File: src/rtl/sync_updown_counter_pkg.sv
// Shared definitions for the modulo-N up/down counter: RUN/HALT state encoding,
// direction constants and the binary-to-Gray helper.
package sync_updown_counter_pkg;

    typedef enum logic {
        ST_RUN  = 1'b0,
        ST_HALT = 1'b1
    } state_e;

    localparam logic DIR_DOWN = 1'b0;
    localparam logic DIR_UP   = 1'b1;

    // Generic 32-bit form; callers truncate to their own width.
    function automatic logic [31:0] bin2gray(input logic [31:0] b);
        return b ^ (b >> 1);
    endfunction

endpackage

File: src/rtl/counter_next_val.sv
// Combinational modulo-MODULUS successor/predecessor of q, plus terminal and wrap detection.
// The up path is evaluated in WIDTH+1 bits so MODULUS = 2**WIDTH wraps without overflow.
module counter_next_val
    import sync_updown_counter_pkg::*;
#(
    parameter int WIDTH   = 5,
    parameter int MODULUS = 32
) (
    input  logic [WIDTH-1:0] q,
    input  logic             up,
    input  logic             one_shot,
    output logic [WIDTH-1:0] next_val,
    output logic             at_terminal,
    output logic             wrap_now
);

    localparam logic [WIDTH-1:0] LAST    = WIDTH'(MODULUS - 1);
    localparam logic [WIDTH:0]   MOD_EXT = (WIDTH+1)'(MODULUS);

    logic [WIDTH:0]   inc;
    logic [WIDTH-1:0] nxt_up;
    logic [WIDTH-1:0] nxt_dn;
    logic [WIDTH-1:0] term;

    assign inc    = {1'b0, q} + (WIDTH+1)'(1);
    assign nxt_up = (inc == MOD_EXT) ? '0 : inc[WIDTH-1:0];
    assign nxt_dn = (q == '0) ? LAST : q - WIDTH'(1);

    assign term        = (up == DIR_DOWN) ? '0 : LAST;
    assign at_terminal = (q == term);
    assign wrap_now    = at_terminal & ~one_shot;

    // One-shot at terminal holds q; the top turns that into a HALT transition.
    always_comb begin
        next_val = q;
        if (!(at_terminal && one_shot)) begin
            next_val = (up == DIR_UP) ? nxt_up : nxt_dn;
        end
    end

endmodule

File: src/rtl/sync_updown_counter.sv
// Synchronous modulo-N up/down counter with load, one-shot HALT, terminal-count flag and wrap pulse.
// Optional registered Gray output q_gray when COUNTER_GRAY_EN is defined (needs MODULUS = 2**WIDTH).
module sync_updown_counter
    import sync_updown_counter_pkg::*;
#(
    parameter int WIDTH     = 5,
    parameter int MODULUS   = 32,
    parameter int RESET_VAL = 0
) (
    input  logic             clk,
    input  logic             clear,
    input  logic             en,
    input  logic             up,
    input  logic             load,
    input  logic [WIDTH-1:0] load_val,
    input  logic             one_shot,
    output logic [WIDTH-1:0] q,
`ifdef COUNTER_GRAY_EN
    output logic [WIDTH-1:0] q_gray,
`endif
    output logic             tc,
    output logic             wrap,
    output logic             halted
);

    if (MODULUS < 2 || MODULUS > (2 ** WIDTH)) begin : g_bad_modulus
        $error("sync_updown_counter: MODULUS %0d outside 2..2**WIDTH", MODULUS);
    end
    if (RESET_VAL < 0 || RESET_VAL >= MODULUS) begin : g_bad_reset
        $error("sync_updown_counter: RESET_VAL %0d not below MODULUS", RESET_VAL);
    end

    localparam logic [WIDTH-1:0] RST_Q   = WIDTH'(RESET_VAL);
    localparam logic [WIDTH-1:0] LAST    = WIDTH'(MODULUS - 1);
    localparam logic [WIDTH:0]   MOD_EXT = (WIDTH+1)'(MODULUS);

    logic [WIDTH-1:0] q_q, q_d;
    logic             wrap_q, wrap_d;
    state_e           state_q, state_d;

    logic [WIDTH-1:0] next_val;
    logic             at_terminal;
    logic             wrap_now;

    counter_next_val #(
        .WIDTH   (WIDTH),
        .MODULUS (MODULUS)
    ) u_next (
        .q           (q_q),
        .up          (up),
        .one_shot    (one_shot),
        .next_val    (next_val),
        .at_terminal (at_terminal),
        .wrap_now    (wrap_now)
    );

    always_comb begin
        q_d     = q_q;
        wrap_d  = 1'b0;
        state_d = state_q;
        if (load) begin
            q_d     = ({1'b0, load_val} < MOD_EXT) ? load_val : LAST;
            state_d = ST_RUN;
        end else if (en && state_q == ST_RUN) begin
            q_d    = next_val;
            wrap_d = wrap_now;
            if (at_terminal && one_shot) begin
                state_d = ST_HALT;
            end
        end
    end

    always_ff @(posedge clk) begin
        if (clear) begin
            q_q     <= RST_Q;
            wrap_q  <= 1'b0;
            state_q <= ST_RUN;
        end else begin
            q_q     <= q_d;
            wrap_q  <= wrap_d;
            state_q <= state_d;
        end
    end

`ifdef COUNTER_GRAY_EN
    if (MODULUS != (2 ** WIDTH)) begin : g_bad_gray
        $error("sync_updown_counter: q_gray requires MODULUS == 2**WIDTH");
    end

    logic [WIDTH-1:0] q_gray_q;

    // Encoded from q_d so the Gray output never lags q.
    always_ff @(posedge clk) begin
        if (clear) begin
            q_gray_q <= WIDTH'(bin2gray(32'(RST_Q)));
        end else begin
            q_gray_q <= WIDTH'(bin2gray(32'(q_d)));
        end
    end

    assign q_gray = q_gray_q;
`endif

    assign q      = q_q;
    assign wrap   = wrap_q;
    assign halted = (state_q == ST_HALT);
    assign tc     = en & at_terminal;

endmodule

File: config.mk
export PLATFORM = sky130hd
export DESIGN_NAME = sync_updown_counter
export DESIGN_NICKNAME = d
export VERILOG_FILES = /design/src/rtl/sync_updown_counter_pkg.sv /design/src/rtl/counter_next_val.sv /design/src/rtl/sync_updown_counter.sv
export SDC_FILE = /design/constraint.sdc
export NUM_CORES = 1
export LEC_CHECK = 0
export CAP_MARGIN = 0
export CORE_AREA = 3 3 40 42
export CTS_BUF_LIST = sky130_fd_sc_hd__clkbuf_8
export CTS_CLUSTER_DIAMETER = 100
export DETAILED_ROUTE_END_ITERATION = 7
export DIE_AREA = 0 0 43 45
export PLACE_DENSITY = 0.7
export SLEW_MARGIN = 0
export SYNTH_ARGS = -nofsm -noshare
export SYNTH_HDL_FRONTEND = slang
export SYNTH_SLANG_ARGS = --single-unit
File: constraint.sdc
create_clock -name clk -period 2.2 [get_ports clk]
set_input_delay 0.55 -clock clk [delete_from_list [all_inputs] [get_ports clk]]
set_output_delay 0.55 -clock clk [all_outputs]
set_load 0.05 [all_outputs]
==> flow_metrics.env <==
export IMPL_status="completed"
export IMPL_syn_to_final_growth_pct=65.8
export IMPL_place_gp_congestion=0.812
export IMPL_rsz0062_at_grt="no"
export IMPL_maxSlewViolCount=0
export IMPL_clock_tree_root_cell="clkbuf_8"
export IMPL_start_util=0.385
export IMPL_yosysTopAreaCellShare=0.284
export IMPL_drtAntennaViolNets=0
export IMPL_clock_skew_ns=0.00240
export IMPL_fin_util=0.638
export IMPL_drv_cap=0
export IMPL_finalHoldViolations=0
export IMPL_yosys_warnings=0
export IMPL_yosysUniqueCellTypes=32
export IMPL_grt_pass1_vias=452
export IMPL_nFillCells=121
export IMPL_fin_crit_ns=2.15
export IMPL_hold_end="wrap"
export IMPL_cts_root_to_sink_buffers=2
export IMPL_final_area_sq_um=820
export IMPL_rrSetupSlack_ns=0.44
export IMPL_fin_crit_sh=0.977
export IMPL_core_area_sq_um=1280
export IMPL_grt_overflow_total=0
export IMPL_clkSlewWorstSetupHoldPaths_ns=0.04
export IMPL_critPathLaunchType="register"
export IMPL_die_area_sq_um=1940
export IMPL_drive_above_1_share=0.318
export IMPL_p_leak_nw=0.326
export IMPL_final_common_cell="clkdlybuf4s50_1"
export IMPL_routed_wl_um=1210
export IMPL_grt_max_degree=10
export IMPL_crit_path_end_kind="output pin"
export IMPL_relSlewSlack=0.668
export IMPL_drcViolationCount=0
export IMPL_synthCells=55
export IMPL_setup_viol=0
export IMPL_crit_slowest_cell="or4_4"
export IMPL_cp_max_fo=2
export IMPL_num_rows=13
export IMPL_clock_fmax_mhz=465
export IMPL_slowest_delay_ns=0.54
export IMPL_hold_ws_ns=0.506
export IMPL_r2r_end="q[4]"
export IMPL_vdd_drop_max_uv=307
export IMPL_path_cells="or4_4 > o32ai_2 > and2_4 > buf_12"
export IMPL_crit_type="register to output pin"
export IMPL_synth_top_area_cell="dfxtp_1"
export IMPL_place_area_sq_um=757
export IMPL_cp_required_ns=1.65
export IMPL_cts_sinks=7
export IMPL_antenna_found_initial=0
export IMPL_insertedDiodeCount=0
export IMPL_holdPathStages=1
export IMPL_hold_class="register to register"
export IMPL_syn_area_per_cell_sq_um=8.99
export IMPL_power_mw=0.482
export IMPL_ff2ff_path_depth=7
export IMPL_worstHoldStart="halted"
export IMPL_wl_per_cell_um=12.1
export IMPL_critPathTopFamily="simple AND/OR/NAND/NOR gates"
export IMPL_io_buffers=18
export IMPL_synth_seq_cells=7
export IMPL_synth_area_leaders="dfxtp_1 28%, xnor2_1 7.1%, ha_1 5.1%"
export IMPL_cts_tree="yes"
export IMPL_final_net_count=99
export IMPL_firstDrtPassIters=4
export IMPL_vias=510
export IMPL_path_buf_inv=1
export IMPL_via_per_inst=5.10
export IMPL_ys_seq_area_frac=0.284
export IMPL_arrival_ns=1.60
export IMPL_mostFrequentLayoutCells="14 x clkdlybuf4s50_1, 11 x buf_4, 6 x dfxtp_1"
export IMPL_io_pins=19
export IMPL_drtIter0Drc=14
export IMPL_tightest_slew_ns=0.496
export IMPL_grt_pass1_wl_um=1900
export IMPL_syn_num_nets=68
export IMPL_power_density_nw_per_um2=588
export IMPL_cts_inserted_buffers=3
export IMPL_clkLatencyLatePin_ns=0.22
export IMPL_crit_reg2reg_launch="q[0]"
export IMPL_grt_usage=0.131
export IMPL_worstSetupStartpoint="q[4]"
export IMPL_die_w_um=43
export IMPL_synth_area_sq_um=494
export IMPL_h_tree_depth=1
export IMPL_die_h_um=45
==> what timing repair did <==
item                                    CTS  global route
endpoints found under the hold margin     0             0
gates cloned                              0             0
hold buffers                              0             0
resized for setup                         6             1
endpoints found under the setup margin    1             1
pin swaps                                 3             3
buffers inserted                          0             1
==> state kept, by name, summed over array words and instances (netlist names) <==
register and count:
wrap 1, halted 1, q 5
==> report_power, final <==
| group | switching [mW] | internal [mW] |
|---|---|---|
| logic | 0.0794 | 0.0805 |
| clock network | 0.0519 | 0.120 |
| registers | 0.0132 | 0.137 |
==> worst max path at each step <==
stage                     end  slack (ns)  cells past startpoint
final                      tc        0.05                      4
after global routing       tc        0.02                      4
after CTS                  tc       -0.09                      5
after detailed placement   tc       -0.31                      5
after global placement     tc       -0.32                      5
after floorplan            tc        0.01                      4
==> cell usage after synthesis (all sizes together) <==
cell type,count
dfxtp,7
inv,4
nor2,4
xnor2,4
a211oi,3
nand2,3
a21oi,2
ha,2
mux2i,2
nor2b,2
nor3b,2
nor4b,2
or4,2
a2111oi,1
a311o,1
a41oi,1
and2,1
and2b,1
and4,1
clkbuf,1
nand2b,1
nand3,1
nand4,1
nor3,1
o21ai,1
o22ai,1
o32ai,1
or2,1
or3b,1
==> kinds of logic (layout without fill, tap and decap cells) <==
kind of cell | Yosys count | in the layout | synth area share
adder cells (fa/ha/maj) | 2 | 2 | 0.0506
AND/OR/NAND/NOR | 24 | 24 | 0.329
flip-flops | 7 | 7 | 0.284
AO/OA/AOI/OAI | 11 | 11 | 0.187
buffers and inverters | 5 | 35 | 0.0380
XOR/XNOR | 4 | 4 | 0.0709
multiplexers | 2 | 2 | 0.0405
==> metal layers <==
layer / wire, um / GRT usage / share of wire
met3: 87 / 0.0478 / 0.072
met2: 567 / 0.201 / 0.47
met4: 8 / 0.0361 / 0.0066
met5: 0 / 0 / 0
met1: 544 / 0.173 / 0.45
==> cell type report <==
cell class / count / area [sq um] / area share
tap: 15 / 18.8 / 0.0229
sequential: 7 / 141 / 0.173
inverter: 4 / 15.0 / 0.0183
multi-input combinational: 43 / 345 / 0.421
clock inverter: 1 / 3.75 / 0.00458
clock buffer: 3 / 41.3 / 0.0504
timing repair buffer: 27 / 254 / 0.310
==> stage by stage <==
stage,setup slack (ns),std cells,TNS (ns)
floorplan,0.0146,55,0
global placement,-0.318,95,-0.611
detailed placement,-0.313,95,-0.663
CTS,-0.0855,99,-0.0855
global route,0.0179,100,0
finish,0.0508,100,0
Power figures use the tool's default switching activity.
==> RTL edit, RTL diff (config.mk and constraints unchanged) <==
Register the input `en` before use, without a reset. The logic sees it one clock later. The other inputs are not delayed to match.
--- a/src/rtl/sync_updown_counter.sv
+++ b/src/rtl/sync_updown_counter.sv
@@ -22,6 +22,12 @@
     output logic             wrap,
     output logic             halted
 );
+
+    logic en_q;
+
+    always_ff @(posedge clk) begin
+        en_q <= en;
+    end
 
     if (MODULUS < 2 || MODULUS > (2 ** WIDTH)) begin : g_bad_modulus
         $error("sync_updown_counter: MODULUS %0d outside 2..2**WIDTH", MODULUS);
@@ -61,7 +67,7 @@
         if (load) begin
             q_d     = ({1'b0, load_val} < MOD_EXT) ? load_val : LAST;
             state_d = ST_RUN;
-        end else if (en && state_q == ST_RUN) begin
+        end else if (en_q && state_q == ST_RUN) begin
             q_d    = next_val;
             wrap_d = wrap_now;
             if (at_terminal && one_shot) begin
@@ -104,7 +110,7 @@
     assign q      = q_q;
     assign wrap   = wrap_q;
     assign halted = (state_q == ST_HALT);
-    assign tc     = en & at_terminal;
+    assign tc     = en_q & at_terminal;
 
 endmodule
 
Formal check against the unedited RTL: not equivalent (Yosys sat finds a counterexample within 4 cycles, from zero or initial values).
==> RTL edit against the unedited design <==
- total power rose by 6.9%
- routed wire length rose by 28%
- register-to-register slack got worse by 110 ps
- clock power rose by 6%
- sequential cell count rose by 1
- worst setup slack improved by 12 ps
- synthesized area rose by 14%
- cell area rose by 6.1%
- count of clock-buffer cells in the layout did not move
- synthesized cell count rose by 16%
==> RTL edit: results <==
export IMPL_cp_max_fo=7
export IMPL_reg2reg_to="q[4]"
export IMPL_async_flop_share_pct=0
export IMPL_cts_setup_buffers=1
export IMPL_clock_path_buffers=2
export IMPL_relSlewSlack_pct=66.93
export IMPL_holdPathEnd="halted"
export IMPL_cell_internal_pwr_mw=0.3505
export IMPL_p_leak_nw=0.3585
export IMPL_grt_pass1_wl_mm=2.511
export IMPL_yosys_top_cells_area="dfxtp_1 (28%), o31ai_1 (5.3%), inv_1 (4.6%), ha_1 (4.4%), nor2_1 (4.0%)"
export IMPL_synth_compound_area_share_pct=28.76
export IMPL_antenna_cells=0
export IMPL_cts_max_level=1
export IMPL_r2r_start="q[0]"
export IMPL_drt_pass1_iterations=4
export IMPL_numCtsBuffers=3
export IMPL_ys_top_cells_by_count="dfxtp_1 (8), inv_1 (7), nor2_1 (6)"
export IMPL_skew_ps=3.497
export IMPL_synth_xor_area_share_pct=1.549
export IMPL_synth_yosys_seq_area_share_pct=28.32
export IMPL_root_buffer="clkbuf_8"
export IMPL_drive_gt1_share_pct=26.67
export IMPL_grtUsageTotal_pct=18.28
export IMPL_hold_depth=2
export IMPL_largest_register_ffs=5
export IMPL_viasPerCell=5.571
export IMPL_grt_max_degree=10
export IMPL_post_place_ws_ps=-307.3
export IMPL_hp_class="register to register"
export IMPL_hp_start="halted"
export IMPL_status="completed"
export IMPL_drt_iter0_markers=8
export IMPL_synth_fp_nets=77
export IMPL_grt_pass1_vias=594
export IMPL_dp_hpwl_mm=1.093
export IMPL_ff2ff_path_depth=7
export IMPL_place_congestion=0.7957
export IMPL_io_buffers=18
export IMPL_arrival_ps=1590
export IMPL_ff2ff_setup_slack_ps=330
export IMPL_routed_wire_length_per_instance_microns=14.70
export IMPL_yosysWarnings=0
export IMPL_finalNetCount=105
export IMPL_clk_latency_ps=230
export IMPL_path_clk_slew_ps=40
export IMPL_peakVddDrop_uv=256.1
export IMPL_yosysUniqueCellTypes=30
export IMPL_ctsResizeCount=8
export IMPL_synthAdderAreaFrac_pct=4.425
export IMPL_fillers=119
export IMPL_synth_mux_area_share_pct=1.770
export IMPL_dpl_instance_area_sq_um=795.8
export IMPL_antenna_found_initial=0
-- RTL edit: power groups by stage --
stage | clock network [mW] | registers [mW] | logic, mW
global route | 0.193 | 0.172 | 0.173
finish | 0.182 | 0.171 | 0.161
floorplan | 0 | 0.197 | 0.0678
CTS | 0.189 | 0.171 | 0.159
detailed placement | 0 | 0.171 | 0.153
global placement | 0 | 0.171 | 0.151
-- RTL edit: how the worst max path moves through the flow --
stage                     endpoint  slack (ps)  from
after detailed placement        tc        -310    up
final                           tc          60  q[1]
after global placement          tc        -270    up
after global routing            tc          20  q[2]
after floorplan                 tc          40    up
after CTS                       tc         -50    up
-- RTL edit: worst max-delay path, cell delays in order (launching register included) --
cell	delay [ps]
dfxtp_2	350
or4_4	550
nor3_4	150
o21a_2	170
buf_12	130
-- RTL edit: area by class of cell --
cell class	instances	area, sq um	share of cell area [%]
multi-input combinational	47	380.4	43.74
timing repair buffer	25	241.5	27.77
tap	15	18.77	2.158
clock buffer	3	41.29	4.748
inverter	7	26.28	3.022
sequential	8	161.4	18.56
-- RTL edit: metal layers --
layer / wire length (microns) / vias up / global-route usage (%)
met4: 61 / 0 / 13.25
met3: 94 / 7 / 7.171
met2: 719 / 19 / 30.24
met1: 669 / 264 / 18.93
li1: - / 295 / -
met5: 0 / - / 0
-- RTL edit: through the flow --
| stage | power [mW] | hold WS (ps) | util [%] | instances | setup TNS, ps |
|---|---|---|---|---|---|
| final | 0.5148 | 579.5 | 67.67 | 105 | 0 |
| after global routing | 0.5382 | 629.1 | 67.67 | 105 | 0 |
| after CTS | 0.5195 | 587.8 | 66.99 | 104 | -50.29 |
| after detailed placement | 0.3246 | 567.1 | 61.93 | 100 | -846.0 |
| after global placement | 0.3220 | 554.3 | 61.93 | 100 | -717.3 |
| after floorplan | 0.2650 | 521.1 | - | 64 | 0 |
